--- src/rtl/demux4b_buf_if.sv ---
// demux4b_buf_if: nibble source and two-channel sink handshake bundle
interface demux4b_buf_if;
  logic       s;
  logic       in_valid;
  logic [3:0] in_data;
  logic       in_ready;
  logic       out1_valid;
  logic [3:0] out1_data;
  logic       out1_ready;
  logic       out2_valid;
  logic [3:0] out2_data;
  logic       out2_ready;
  modport master (
    output s, in_valid, in_data, out1_ready, out2_ready,
    input  in_ready, out1_valid, out1_data, out2_valid, out2_data
  );
  modport slave (
    input  s, in_valid, in_data, out1_ready, out2_ready,
    output in_ready, out1_valid, out1_data, out2_valid, out2_data
  );
endinterface

--- src/rtl/demux4b_buf.sv ---
// demux4b_buf: 1-to-2 nibble demux with a DEPTH-entry FIFO per channel.
// Define DEMUX4B_CNT_EN to add saturating delivered counters cnt1/cnt2.
module demux4b_buf #(
  parameter int DEPTH = 2
) (
  input  logic       clk,
  input  logic       rst_n,
`ifdef DEMUX4B_CNT_EN
  output logic [7:0] cnt1,
  output logic [7:0] cnt2,
`endif
  demux4b_buf_if.slave bus
);
  localparam int AW = $clog2(DEPTH);
  logic [1:0] full, push, pop, ovalid, oready;
  logic [7:0] odata;
`ifdef DEMUX4B_CNT_EN
  logic [15:0] dcnt;
  assign cnt1 = dcnt[7:0];
  assign cnt2 = dcnt[15:8];
`endif
  assign oready         = {bus.out2_ready, bus.out1_ready};
  assign bus.in_ready   = bus.s ? !full[0] : !full[1];
  assign bus.out1_valid = ovalid[0];
  assign bus.out2_valid = ovalid[1];
  assign bus.out1_data  = odata[3:0];
  assign bus.out2_data  = odata[7:4];
  for (genvar c = 0; c < 2; c++) begin : g_ch
    logic [3:0]    mem [DEPTH];
    logic [AW-1:0] wp, rp, rp_n;
    logic [AW:0]   cnt;
    logic [3:0]    head, head_n;
    logic          sel;
    assign sel       = (c == 0) ? bus.s : !bus.s;
    assign full[c]   = cnt == (AW+1)'(DEPTH);
    assign ovalid[c] = cnt != '0;
    assign push[c]   = bus.in_valid && bus.in_ready && sel;
    assign pop[c]    = ovalid[c] && oready[c];
    assign rp_n      = rp + 1'b1;
    assign odata[c*4 +: 4] = head;
    // Head is registered: after a pop it comes from storage, or straight from
    // the input when the pop empties the channel while a new nibble arrives.
    always_comb
      head_n = pop[c] ? ((cnt > (AW+1)'(1)) ? mem[rp_n] : (push[c] ? bus.in_data : head))
                      : ((push[c] && cnt == '0) ? bus.in_data : head);
    always_ff @(posedge clk or negedge rst_n)
      if (!rst_n) begin
        wp   <= '0;
        rp   <= '0;
        cnt  <= '0;
        head <= '0;
      end else begin
        if (push[c]) wp <= wp + 1'b1;
        if (pop[c]) rp <= rp_n;
        cnt  <= cnt + (AW+1)'(push[c]) - (AW+1)'(pop[c]);
        head <= head_n;
      end
    always_ff @(posedge clk)
      if (push[c]) mem[wp] <= bus.in_data;
`ifdef DEMUX4B_CNT_EN
    logic [7:0] dc;
    assign dcnt[c*8 +: 8] = dc;
    always_ff @(posedge clk or negedge rst_n)
      if (!rst_n) dc <= '0;
      else if (pop[c] && dc != 8'hFF) dc <= dc + 8'd1;
`endif
  end
endmodule

--- src/flat_wrapper.sv ---
// flat-port wrapper written by rule: the top's interface ports become plain ports
module demux4b_buf_flat 
#(
  parameter int DEPTH = 2
)
  (clk, rst_n, bus_s, bus_in_valid, bus_in_data, bus_out1_ready, bus_out2_ready, bus_in_ready, bus_out1_valid, bus_out1_data, bus_out2_valid, bus_out2_data);
  demux4b_buf_if bus_i ();
  input  logic clk;
  input  logic rst_n;
  input wire logic [$bits(bus_i.s)-1:0] bus_s;
  input wire logic [$bits(bus_i.in_valid)-1:0] bus_in_valid;
  input wire logic [$bits(bus_i.in_data)-1:0] bus_in_data;
  input wire logic [$bits(bus_i.out1_ready)-1:0] bus_out1_ready;
  input wire logic [$bits(bus_i.out2_ready)-1:0] bus_out2_ready;
  output wire logic [$bits(bus_i.in_ready)-1:0] bus_in_ready;
  output wire logic [$bits(bus_i.out1_valid)-1:0] bus_out1_valid;
  output wire logic [$bits(bus_i.out1_data)-1:0] bus_out1_data;
  output wire logic [$bits(bus_i.out2_valid)-1:0] bus_out2_valid;
  output wire logic [$bits(bus_i.out2_data)-1:0] bus_out2_data;
  assign bus_i.s = bus_s;
  assign bus_i.in_valid = bus_in_valid;
  assign bus_i.in_data = bus_in_data;
  assign bus_i.out1_ready = bus_out1_ready;
  assign bus_i.out2_ready = bus_out2_ready;
  assign bus_in_ready = bus_i.in_ready;
  assign bus_out1_valid = bus_i.out1_valid;
  assign bus_out1_data = bus_i.out1_data;
  assign bus_out2_valid = bus_i.out2_valid;
  assign bus_out2_data = bus_i.out2_data;
  demux4b_buf #(.DEPTH(DEPTH)) u_core (.clk(clk), .rst_n(rst_n), .bus(bus_i));
endmodule
--- config.mk ---
export PLATFORM = sky130hd
export DESIGN_NAME = demux4b_buf_flat
export DESIGN_NICKNAME = d
export VERILOG_FILES = /design/src/rtl/demux4b_buf_if.sv /design/src/rtl/demux4b_buf.sv /design/src/flat_wrapper.sv
export SDC_FILE = /design/constraint.sdc
export NUM_CORES = 1
export LEC_CHECK = 0
export CAP_MARGIN = 20
export CORE_MARGIN = 4
export CORE_UTILIZATION = 40
export CTS_CLUSTER_DIAMETER = 150
export DETAILED_ROUTE_END_ITERATION = 8
export PLACE_DENSITY_LB_ADDON = 0.3
export SYNTH_ARGS = -nofsm -noshare
export SYNTH_HDL_FRONTEND = slang
export SYNTH_SLANG_ARGS = --single-unit
--- constraint.sdc ---
create_clock -name clk -period 5 [get_ports clk]
set_clock_uncertainty 0.1 [all_clocks]
set_input_delay 0.5 -clock clk [delete_from_list [all_inputs] [get_ports clk]]
set_output_delay 0.5 -clock clk [all_outputs]
set_load 0.05 [all_outputs]
==> impl_results.html <==
<table>
<tr><th>Metric</th><th>Value</th></tr>
<tr><th colspan="2">Global routing</th></tr>
<tr><td>Layer with the highest usage after global routing</td><td>met2</td></tr>
<tr><td>Routing usage on met2</td><td>0.193</td></tr>
<tr><td>Largest net degree at the start of global routing</td><td>17</td></tr>
<tr><td>Initial antenna violation count</td><td>0</td></tr>
<tr><td>Global-route usage over all layers</td><td>0.131</td></tr>
<tr><td>Number of global-route vias before repair</td><td>897</td></tr>
<tr><td>First-pass GRT wire length</td><td>4280 um</td></tr>
<tr><td>GR Util met1</td><td>0.163</td></tr>
<tr><td>Global route total overflow</td><td>0</td></tr>
<tr><td>GR Layer Usage met3</td><td>0.0394</td></tr>
<tr><th colspan="2">Route</th></tr>
<tr><td>Vias</td><td>860</td></tr>
<tr><td>Wire per inst</td><td>14.3 um</td></tr>
<tr><td>Detailed-routing iteration count for the pre-antenna-repair pass</td><td>4</td></tr>
<tr><td>Wirelength, routed</td><td>2470 um</td></tr>
<tr><td>Via-to-Cell Ratio</td><td>4.97</td></tr>
<tr><td>Post-detailed-route count of antenna-violating nets</td><td>0</td></tr>
<tr><td>Violation count after the first detailed-route iteration</td><td>25</td></tr>
<tr><td>Residual DRC count</td><td>0</td></tr>
<tr><th colspan="2">Yosys</th></tr>
<tr><td>Sequential cell area fraction in the yosys report</td><td>0.606</td></tr>
<tr><td>Largest cells by area after synthesis</td><td>edfxtp_1 33%, dfrtp_1 28%, mux2i_1 5.5%</td></tr>
<tr><td>Synth Area per Inst</td><td>13.8 sq um</td></tr>
<tr><td>Largest area contributor in the synthesized netlist</td><td>edfxtp_1</td></tr>
<tr><td>Yosys warning total</td><td>0</td></tr>
<tr><td>Synthesis-stage register bit count</td><td>32</td></tr>
<tr><td>Net Count, Synth</td><td>119</td></tr>
<tr><td>Post-Synthesis Cells</td><td>105</td></tr>
<tr><td>Distinct cell type count after synthesis</td><td>23</td></tr>
<tr><td>Cell area after synthesis</td><td>0.00145 sq mm</td></tr>
<tr><td>Post-synth top area share</td><td>0.330</td></tr>
<tr><th colspan="2">Finish</th></tr>
<tr><td>Commonest non-fill, non-tap cells in the layout</td><td>20 x clkdlybuf4s50_1, 16 x dfrtp_1, 16 x edfxtp_1</td></tr>
<tr><td>Final core utilization</td><td>0.507</td></tr>
<tr><td>Summed area of non-filler cells in the final layout</td><td>0.00173 sq mm</td></tr>
<tr><td>Post-layout net count</td><td>140</td></tr>
<tr><td>Ratio of cells with drive above 1 in the final layout</td><td>0.165</td></tr>
<tr><td>Area growth from synthesis to layout</td><td>19.2%</td></tr>
<tr><td>Number of inserted diodes</td><td>0</td></tr>
<tr><td>Non-filler cells, final</td><td>173</td></tr>
<tr><td>Leading cell type in the layout, fill and taps excluded</td><td>clkdlybuf4s50_1</td></tr>
<tr><th colspan="2">Critical path</th></tr>
<tr><td>Endpoint required time on the critical path</td><td>4.40 ns</td></tr>
<tr><td>Startpoint class of the critical path</td><td>primary input</td></tr>
<tr><td>Arrival @ worst endpoint</td><td>2.10 ns</td></tr>
<tr><td>Delay of the slowest critical-path stage</td><td>0.81 ns</td></tr>
<tr><td>Slowest-stage cell, CP</td><td>clkdlybuf4s50_1</td></tr>
<tr><td>Critical path capture point type</td><td>primary output</td></tr>
<tr><td>Critical path start-end classification</td><td>in2out</td></tr>
<tr><td>Cells traversed along the worst timing path</td><td>clkdlybuf4s50_1 -&gt; nor2_1 -&gt; a21oi_1 -&gt; clkdlybuf4s50_1</td></tr>
<tr><td>Crit-path most repeated cell</td><td>clkdlybuf4s50_1</td></tr>
<tr><td>Largest fanout on the critical path</td><td>5</td></tr>
<tr><th colspan="2">Clock tree</th></tr>
<tr><td>Resized cells post-CTS</td><td>0</td></tr>
<tr><td># H-tree levels</td><td>2</td></tr>
<tr><td>Root Driver</td><td>clkbuf_4</td></tr>
<tr><td>Number of clock sinks</td><td>32</td></tr>
<tr><td>Hold Buf Count CTS</td><td>0</td></tr>
<tr><td>Total CTS buffers</td><td>5</td></tr>
<tr><td>Clock tree from TritonCTS</td><td>built</td></tr>
<tr><td>CTS max path bufs</td><td>2</td></tr>
<tr><td>Latest clock arrival within the worst-skew pair</td><td>0.33 ns</td></tr>
<tr><td>Setup fix buffers added after clock tree synthesis</td><td>0</td></tr>
<tr><td>Clock-pin slew on the worst setup and hold paths</td><td>0.09 ns</td></tr>
<tr><th colspan="2">STA</th></tr>
<tr><td>Transition at the pin with the smallest max-transition slack</td><td>0.750 ns</td></tr>
<tr><td>Final-layout setup total negative slack</td><td>0 ns</td></tr>
<tr><td>Highest clock rate</td><td>370 MHz</td></tr>
<tr><td>Final hold violation count</td><td>0</td></tr>
<tr><td>Number of max-slew violations in the final report</td><td>0</td></tr>
<tr><td>Smallest hold slack</td><td>0.402 ns</td></tr>
<tr><td>Final setup vio count</td><td>0</td></tr>
<tr><td>Relative slew slack</td><td>0.499</td></tr>
<tr><td>Unrepaired setup endpoints after global routing</td><td>false</td></tr>
<tr><td>Post-route clock period utilization</td><td>0.541</td></tr>
<tr><td>Clock period minus worst slack</td><td>2.70 ns</td></tr>
<tr><th colspan="2">Floorplan</th></tr>
<tr><td>Initial Util</td><td>0.426</td></tr>
<tr><td>Floorplan die width</td><td>68.3 um</td></tr>
<tr><td>Std cell rows</td><td>21</td></tr>
<tr><td>IO Pins</td><td>21</td></tr>
<tr><td>Die area</td><td>0.00466 sq mm</td></tr>
<tr><td>Height of the die</td><td>68.3 um</td></tr>
<tr><td>CORE AREA</td><td>0.00342 sq mm</td></tr>
<tr><th colspan="2">Place</th></tr>
<tr><td>Port bufs</td><td>20</td></tr>
<tr><td>Detailed placer's ending HPWL</td><td>1820 um</td></tr>
<tr><td>Post-placement cell count</td><td>165</td></tr>
<tr><td>GPL Wtd Cong</td><td>0.705</td></tr>
<tr><td>Placed cell areas</td><td>0.00168 sq mm</td></tr>
<tr><th colspan="2">Pwr</th></tr>
<tr><td>Power density over cell area</td><td>641 mW/mm^2</td></tr>
<tr><td>Worst vdd rail ir drop</td><td>0.297 mV</td></tr>
<tr><td>Static leakage power</td><td>0.695 nW</td></tr>
<tr><th colspan="2">Status</th></tr>
<tr><td>Result of the run</td><td>completed</td></tr>
<tr><th colspan="2">Run</th></tr>
<tr><td>Number of max-cap violations</td><td>0</td></tr>
<tr><th colspan="2">Hold path</th></tr>
<tr><td>Worst hold path class</td><td>reg2reg</td></tr>
</table>
## per-stage QoR
stage / total power [mW] / setup slack (ns)
floorplan: 0.841 / 2.94
global placement: 0.968 / 2.31
detailed placement: 0.984 / 2.30
CTS: 1.12 / 2.28
global route: 1.18 / 2.22
finish: 1.11 / 2.30
## per-layer routing
| metal | part of all wire | vias up |
|---|---|---|
| li1 | - | 418 |
| met4 | 0.026 | 0 |
| met3 | 0.052 | 7 |
| met1 | 0.45 | 413 |
| met2 | 0.47 | 22 |
| met5 | 0 | - |
## critical path: cells and delay by family
family / cells / cell delay (ns)
AOI/OAI and AO/OA: 1 / 0.11
buffers and inverters: 2 / 1.41
and+or+nand+nor: 1 / 0.08
## cell type report
cell class | count | area, sq um
clock inverter | 3 | 13.8
clock buffer | 5 | 37.5
multi-input combinational | 62 | 524
tap | 46 | 57.6
fill | 307 | 1680
timing repair buffer | 20 | 200
sequential | 32 | 881
inverter | 5 | 18.8
## path summary, 6_finish.rpt
path,from,endpoint,slack [ns],depth (start not counted)
max,bus_s,bus_in_ready,2.30,4
min,u_core.g_ch[1].wp,u_core.g_ch[1].wp,0.40,1
max reg2reg,u_core.g_ch[0].cnt[1],u_core.g_ch[0].cnt[1],3.01,7
min reg2reg,u_core.g_ch[1].wp,u_core.g_ch[1].wp,0.40,1
max in group asynchronous,rst_n,u_core.bus.out1_data[0],3.83,1
min in group asynchronous,rst_n,u_core.bus.out2_data[0],0.50,1
## flip-flops by register name, summed over array words and instances, names as in the netlist
name,flops
u_core.bus.out1_data,4
u_core.bus.out2_data,4
u_core.g_ch.cnt,4
u_core.g_ch.mem,16
u_core.g_ch.rp,2
u_core.g_ch.wp,2
## cell usage after synthesis
library cell and count:
xor2_1 2, dfrtp_1 16, nor2b_1 1, ha_1 4, nand3b_4 1, nor2_1 5, inv_1 5, nand2_1 1
a21oi_1 10, and3_2 1, mux2_2 4, nand2b_1 1, buf_2 6, nor2b_2 1, a21oi_2 1, edfxtp_1 16
and2_1 2, or2_4 1, xnor2_1 6, mux2i_1 8, o22a_4 1, a31oi_1 8, mux2_4 4
## power by group
| part | switching (mW) | internal, mW | leakage, nW | total [mW] |
|---|---|---|---|---|
| registers | 0.0828 | 0.365 | 0.331 | 0.447 |
| logic | 0.289 | 0.235 | 0.331 | 0.524 |
| clock network | 0.0881 | 0.0515 | 0.0324 | 0.140 |
| total | 0.460 | 0.651 | 0.695 | 1.11 |
## logic make-up after synthesis
family                     count (synthesis)  synth area share
DFF                                       32             0.606
muxes                                     16             0.127
buffers and inverters                     11            0.0336
adders and majority gates                  4            0.0344
and+or+nand+nor                           14            0.0637
AOI/OAI and AO/OA                         20            0.0869
xor gates and xnor gates                   8            0.0482
No activity file was read; power rests on OpenSTA's default activity.
